**config.mk**
```make
export PLATFORM = sky130hd
export DESIGN_NAME = set_assoc_cache
export DESIGN_NICKNAME = d
export VERILOG_FILES = /design/src/rtl/set_assoc_cache.sv
export SDC_FILE = /design/constraint.sdc
export NUM_CORES = 1
export LEC_CHECK = 0
export CORE_ASPECT_RATIO = 0.8
export CORE_UTILIZATION = 50
export CTS_CLUSTER_SIZE = 28
export DETAILED_ROUTE_END_ITERATION = 8
export GPL_ROUTABILITY_DRIVEN = 1
export PLACE_DENSITY = 0.84
export REMOVE_ABC_BUFFERS = 1
export SYNTH_ARGS = -nofsm -noshare
export SYNTH_HDL_FRONTEND = slang
export SYNTH_SLANG_ARGS = --single-unit
```
**constraint.sdc**
```tcl
create_clock -name clk -period 3.69 [get_ports clk]
set_input_delay 0.5535 -clock clk [delete_from_list [all_inputs] [get_ports clk]]
set_output_delay 0.5535 -clock clk [all_outputs]
set_load 0.01 [all_outputs]
```
**src/rtl/set_assoc_cache.sv**
```systemverilog
// rtl/set_assoc_cache.sv - write-back, write-allocate set-associative byte cache with age-based LRU
// One request in flight; misses write back a dirty victim, fill the line, then re-run the lookup.
module set_assoc_cache #(
  parameter int ADDR_W      = 16,
  parameter int BLOCK_BYTES = 4,
  parameter int NUM_SETS    = 4,
  parameter int NUM_WAYS    = 2
) (
  input  logic                                      clk,
  input  logic                                      rst,
  input  logic                                      core_req_valid,
  output logic                                      core_ready,
  input  logic                                      core_write,
  input  logic [ADDR_W-1:0]                         core_addr,
  input  logic [7:0]                                core_wdata,
  output logic                                      core_resp_valid,
  output logic [7:0]                                core_rdata,
  output logic                                      core_hit,
  output logic                                      mem_req_valid,
  input  logic                                      mem_ready,
  output logic                                      mem_write,
  output logic [ADDR_W-$clog2(BLOCK_BYTES)-1:0]     mem_addr,
  output logic [BLOCK_BYTES*8-1:0]                  mem_wdata,
  input  logic                                      mem_resp_valid,
  input  logic [BLOCK_BYTES*8-1:0]                  mem_rdata,
  output logic [31:0]                               hit_count,
  output logic [31:0]                               miss_count
);
  localparam int OFF_W  = $clog2(BLOCK_BYTES);
  localparam int IDX_W  = $clog2(NUM_SETS);
  localparam int TAG_W  = ADDR_W - OFF_W - IDX_W;
  localparam int WAY_W  = (NUM_WAYS > 1) ? $clog2(NUM_WAYS) : 1;
  localparam int LINE_W = BLOCK_BYTES * 8;

  typedef enum logic [2:0] {IDLE, LOOKUP, WB_REQ, WB_WAIT, FILL_REQ, FILL_WAIT, RESP} state_t;
  state_t r_state, w_next;

  logic              r_valid [NUM_SETS][NUM_WAYS];
  logic              r_dirty [NUM_SETS][NUM_WAYS];
  logic [TAG_W-1:0]  r_tags  [NUM_SETS][NUM_WAYS];
  logic [LINE_W-1:0] r_data  [NUM_SETS][NUM_WAYS];
  logic [WAY_W-1:0]  r_age   [NUM_SETS][NUM_WAYS];

  logic              r_write;
  logic [7:0]        r_wdata;
  logic [OFF_W-1:0]  r_off;
  logic [IDX_W-1:0]  r_idx;
  logic [TAG_W-1:0]  r_tag;
  logic              r_first;
  logic [WAY_W-1:0]  r_victim;
  logic [7:0]        r_rdata;
  logic              r_hit;
  logic [31:0]       r_hit_cnt;
  logic [31:0]       r_miss_cnt;

  logic              w_hit;
  logic [WAY_W-1:0]  w_hit_way;
  logic [WAY_W-1:0]  w_vict_way;
  logic [WAY_W-1:0]  w_old_age;

  assign core_rdata = r_rdata;
  assign core_hit   = r_hit;
  assign hit_count  = r_hit_cnt;
  assign miss_count = r_miss_cnt;

  // Victim priority: lowest invalid way overrides the oldest way.
  always_comb begin
    w_hit      = 1'b0;
    w_hit_way  = '0;
    w_vict_way = '0;
    for (int w = NUM_WAYS - 1; w >= 0; w--) begin
      if (r_valid[r_idx][w] && r_tags[r_idx][w] == r_tag) begin
        w_hit     = 1'b1;
        w_hit_way = WAY_W'(w);
      end
    end
    for (int w = NUM_WAYS - 1; w >= 0; w--) begin
      if (r_age[r_idx][w] == WAY_W'(NUM_WAYS - 1)) w_vict_way = WAY_W'(w);
    end
    for (int w = NUM_WAYS - 1; w >= 0; w--) begin
      if (!r_valid[r_idx][w]) w_vict_way = WAY_W'(w);
    end
    w_old_age = r_age[r_idx][w_hit_way];
  end

  always_ff @(posedge clk) begin
    if (rst) r_state <= IDLE;
    else     r_state <= w_next;
  end

  always_comb begin
    w_next          = r_state;
    core_ready      = 1'b0;
    core_resp_valid = 1'b0;
    mem_req_valid   = 1'b0;
    mem_write       = 1'b0;
    mem_addr        = '0;
    mem_wdata       = '0;
    case (r_state)
      IDLE: begin
        core_ready = 1'b1;
        if (core_req_valid) w_next = LOOKUP;
      end
      LOOKUP: begin
        if (w_hit)                         w_next = RESP;
        else if (r_dirty[r_idx][w_vict_way]) w_next = WB_REQ;
        else                               w_next = FILL_REQ;
      end
      WB_REQ: begin
        mem_req_valid = 1'b1;
        mem_write     = 1'b1;
        mem_addr      = {r_tags[r_idx][r_victim], r_idx};
        mem_wdata     = r_data[r_idx][r_victim];
        if (mem_ready) w_next = WB_WAIT;
      end
      WB_WAIT:   if (mem_resp_valid) w_next = FILL_REQ;
      FILL_REQ: begin
        mem_req_valid = 1'b1;
        mem_addr      = {r_tag, r_idx};
        if (mem_ready) w_next = FILL_WAIT;
      end
      FILL_WAIT: if (mem_resp_valid) w_next = LOOKUP;
      RESP: begin
        core_resp_valid = 1'b1;
        w_next          = IDLE;
      end
      default:   w_next = IDLE;
    endcase
  end

  always_ff @(posedge clk) begin
    if (rst) begin
      for (int s = 0; s < NUM_SETS; s++) begin
        for (int w = 0; w < NUM_WAYS; w++) begin
          r_valid[s][w] <= 1'b0;
          r_dirty[s][w] <= 1'b0;
          r_age[s][w]   <= WAY_W'(w);
        end
      end
      r_write    <= 1'b0;
      r_wdata    <= '0;
      r_off      <= '0;
      r_idx      <= '0;
      r_tag      <= '0;
      r_first    <= 1'b0;
      r_victim   <= '0;
      r_rdata    <= '0;
      r_hit      <= 1'b0;
      r_hit_cnt  <= '0;
      r_miss_cnt <= '0;
    end else begin
      case (r_state)
        IDLE: begin
          if (core_req_valid) begin
            r_write <= core_write;
            r_wdata <= core_wdata;
            r_off   <= core_addr[OFF_W-1:0];
            r_idx   <= core_addr[OFF_W+IDX_W-1:OFF_W];
            r_tag   <= core_addr[ADDR_W-1:OFF_W+IDX_W];
            r_first <= 1'b1;
          end
        end
        LOOKUP: begin
          if (w_hit) begin
            r_hit   <= r_first;
            r_rdata <= r_data[r_idx][w_hit_way][{r_off, 3'b000} +: 8];
            if (r_write) begin
              r_data[r_idx][w_hit_way][{r_off, 3'b000} +: 8] <= r_wdata;
              r_dirty[r_idx][w_hit_way] <= 1'b1;
            end
            if (NUM_WAYS > 1) begin
              for (int w = 0; w < NUM_WAYS; w++) begin
                if (WAY_W'(w) == w_hit_way)        r_age[r_idx][w] <= '0;
                else if (r_age[r_idx][w] < w_old_age) r_age[r_idx][w] <= r_age[r_idx][w] + 1'b1;
              end
            end
            if (r_first && r_hit_cnt != 32'hFFFF_FFFF) r_hit_cnt <= r_hit_cnt + 1'b1;
          end else begin
            r_victim <= w_vict_way;
            r_first  <= 1'b0;
            if (r_first && r_miss_cnt != 32'hFFFF_FFFF) r_miss_cnt <= r_miss_cnt + 1'b1;
          end
        end
        WB_WAIT: if (mem_resp_valid) r_dirty[r_idx][r_victim] <= 1'b0;
        FILL_WAIT: begin
          if (mem_resp_valid) begin
            r_data[r_idx][r_victim]  <= mem_rdata;
            r_tags[r_idx][r_victim]  <= r_tag;
            r_valid[r_idx][r_victim] <= 1'b1;
            r_dirty[r_idx][r_victim] <= 1'b0;
          end
        end
        default: ;
      endcase
    end
  end
endmodule

```
==> key figures <==
Timing
  – Finish-stage setup viols: 0
  – Hold slack final: 0.456 ns
  – Tcrit/Tclk final: a little over nine tenths
  – Min Tclk post-route: 3.64 ns
  – FMAX: 0.275 GHz
  – Final worst slack: 0.0529 ns
  – Max-slew headroom: 30.7%
  – Least-Margin Pin Slew: about 1.0 ns
  – Endpoints failing hold: 0
  – Clock Skews: 0.0300 ns
  – Max-slew violation count: 0

Worst setup path
  – Required @ worst endpoint: approximately 3.1 ns
  – Critical path's largest stage delay: 0.62 ns
  – Slowest CP cell: clkdlybuf4s50_1
  – WS Path Type: flop to primary output
  – Startpoint types: flop
  – CP Capture Type: primary output
  – Critical-path maximum fanout: between 40 and 50
  – RR Endpoint: r_data[1][38]
  – Critical path arrival: between 3 and 4 ns
  – Ordered list of cells on the worst path: buf_12, buf_6, mux4_2, nand2_1, a21oi_1, clkdlybuf4s50_1
  – FF-to-FF setup slack: 0.13 ns
  – Depth of the most critical reg-to-reg path: 10

Global route
  – Largest net degree at the start of global routing: 92
  – Vias in the first global route: 14.5k
  – Initial antenna violation count: 1
  – Grt total ovfl: 0
  – First-pass GRT wire length: 86.6 mm
  – Global Route Usage Sum: 27.1%

Drt
  – Routed WL: 58.2 mm
  – Final ANT Viol Nets: 0
  – First-pass DRT Iterations: 7
  – Vias per inst: 6.19
  – Vias: 14.9k
  – Drt wl/cell: 24.1 um
  – Initial DRC count: 1735
  – DRC: 0

Yosys
  – Yosys warns: 0
  – Synthesized area: ~21000 um^2
  – Sequential element share of the synthesized area: between 60% and 70%
  – Xor and xnor fraction of the mapped netlist area: 2.51%
  – Top-count cell post-synth: edfxtp_1
  – Synth area leaders: edfxtp_1 53%, mux4_2 12%, dfxtp_1 11%, nand2_1 4.7%, a21oi_1 2.4%
  – Post-synth ARST share: 0%
  – Post-Synthesis Cells: ~1.6k
  – Commonest cells in the synthesized netlist: 367 x edfxtp_1, 260 x nand2_1, 114 x dfxtp_1, 114 x nor2_1, 108 x mux4_2
  – Post-synth EDFFs: 367
  – Synth Area in Compound Gates: 6.29%
  – Leading area contributor after synthesis: edfxtp_1
  – Post-synthesis mux area share: 13.3%
  – Area share of the largest cell type after synthesis: 52.7%
  – Yosys reg bits: 481
  – Synth Area in Simple Gates: 11.8%
  – Synth Flop Type: edfxtp_1
  – Syn_area_per_cell: ~13 um^2
  – Post-synth cell types: 50
  – Adder-Cell Fraction of Synth Area: 0.418%
  – Largest family of logic cells by synthesized area: multiplexers

Min path
  – Hold Path Stages: 2
  – Worst min-delay path class: flop to flop
  – Hold_sp: r_age[2][0]
  – Hold EP: r_age[2][0]

Outcome
  – Status: finished, final reports clean

Die
  – Die W: 231 um
  – Rows: 66
  – Top Ports: 185
  – Core area: 41000 um^2
  – Die height: ~180 um
  – Initial Utilization: 51.1%
  – Die Area: between 40000 and 50000 um^2

Clock tree
  – TritonCTS clock tree: yes
  – CTS Buf Count: between 40 and 50
  – CTS Hold Bufs: 0
  – Root Driver: clkbuf_16
  – Clk slew on worst S/H paths: 0.06 ns
  – Sinks on Clock Net: 481
  – Clock Path Buffers: 3
  – Worst skew pair latency: approximately 0.58 ns
  – Htree depth: 2

Job
  – Max Cap Viol: 0

Final layout
  – Area delta synth->final: 22.1%
  – Area of the multi-input gates: 7210 um^2
  – Fill cells: 2994
  – # nets final: 1901
  – Storage cell area: between 10000 and 15000 um^2
  – Fraction of layout cells with a size suffix above 1: roughly 17%

Placed design
  – I/O Buffers: 184
  – Gpl congestion: 0.877
  – Hpwl dp: about 39 mm
  – Dpl ws: -0.118 ns

Power
  – Total power: 11.6 mW
  – Peak VDD IR: 0.000335 V
  – Power Density: 456 nW/um^2
  – Leakage: 8.25 nW
-- cell usage in the layout (no fill, tap or decap), types with 8 or more instances in the layout --
cell / count
a21o_1: 8
buf_4: 94
nand2_1: 260
a211oi_1: 9
clkdlybuf4s50_1: 183
o22ai_1: 10
a21oi_1: 102
mux2i_1: 26
nand4_1: 19
nor3_1: 14
clkinv_2: 10
xor2_1: 21
nor2_1: 114
mux2_2: 8
edfxtp_1: 367
o21ai_0: 94
inv_1: 19
nor2b_1: 14
or3_1: 17
and3_1: 15
and4_1: 9
xnor2_1: 39
nand3_1: 35
buf_12: 8
clkbuf_16: 48
clkbuf_1: 10
mux4_2: 108
dfxtp_1: 111
-- power breakdown --
part	switching, mW	internal [mW]	total (mW)	leakage, nW
registers	0.115	5.85	5.97	4.31
logic	0.549	0.427	0.977	3.20
clock network	2.05	2.65	4.71	0.739
-- critical path: cells and delay by family (launching register included) --
family / cells / cell delay [ns]
AND/OR/NAND/NOR: 1 / 0.08
flip-flops: 1 / 0.45
AO/OA/AOI/OAI: 1 / 0.34
buffers and inverters: 3 / 1.23
multiplexers: 1 / 0.39
-- how the worst max path moves through the flow --
stage | from | endpoint | slack [ns] | cells after the start
floorplan | flop | miss_count[17] | -3.82 | 8
global placement | flop | r_data[2][11] | -0.007 | 10
detailed placement | flop | r_data[3][15] | -0.12 | 10
CTS | flop | mem_wdata[0] | 0.08 | 7
global route | flop | r_data[1][34] | -0.01 | 10
finish | flop | mem_wdata[5] | 0.05 | 6
-- per-stage QoR --
| step | utilization, % | cell area (um^2) | cells | setup TNS (ns) |
|---|---|---|---|---|
| 6_report | 62.4 | 25500 | 2415 | 0 |
| 2_1_floorplan | - | 20600 | 1495 | -1977.06 |
| 4_1_cts | 62.2 | 25500 | 2409 | 0 |
| 3_5_place_dp | 58.5 | 24000 | 2323 | -7.37 |
| 3_3_place_gp | 58.5 | 24000 | 2323 | -0.0508 |
| 5_1_grt | 62.4 | 25500 | 2413 | -0.0254 |
-- timing repair --
| action | 4_1_cts | 5_1_grt |
|---|---|---|
| gates resized for setup | 6 | 3 |
| setup endpoints to repair | 159 | 97 |
| buffers inserted | 0 | 3 |
| cloned | 0 | 1 |
| pin swaps | 0 | 2 |
-- sequential cells by signal (all words and copies together) (netlist names), named ones only --
name,cells
core_rdata,8
r_first,1
r_data,256
r_valid,8
r_state,3
core_hit,1
r_idx,2
r_tag,12
miss_count,32
r_off,2
r_wdata,8
hit_count,32
r_victim,1
r_write,1
r_tags,96
r_dirty,8
r_age,8
-- per-layer routing --
layer / global-route usage (%) / share of wire (%)
met5: 0 / 0
met4: 10.8 / 3.9
met3: 6.57 / 12
met2: 43.0 / 47
met1: 36.1 / 38
-- layout make-up --
type	count	area share [%]
clock inverter	25	0.906
inverter	22	0.323
multi-input combinational	992	28.2
timing repair buffer	288	10.8
antenna	2	0.0196
sequential	481	52.1
tap	544	2.66
clock buffer	61	4.97
-- kinds of logic (layout without fill, tap and decap cells) --
logic type | count (synthesis) | in the layout
and+or+nand+nor | 542 | 542
AOI/OAI and AO/OA | 241 | 241
DFF | 481 | 481
xor gates and xnor gates | 60 | 60
buffers and inverters | 119 | 396
adders and majority gates | 7 | 7
muxes | 142 | 142
other | 0 | 2
Note: power is estimated with default switching activity, not from simulation.
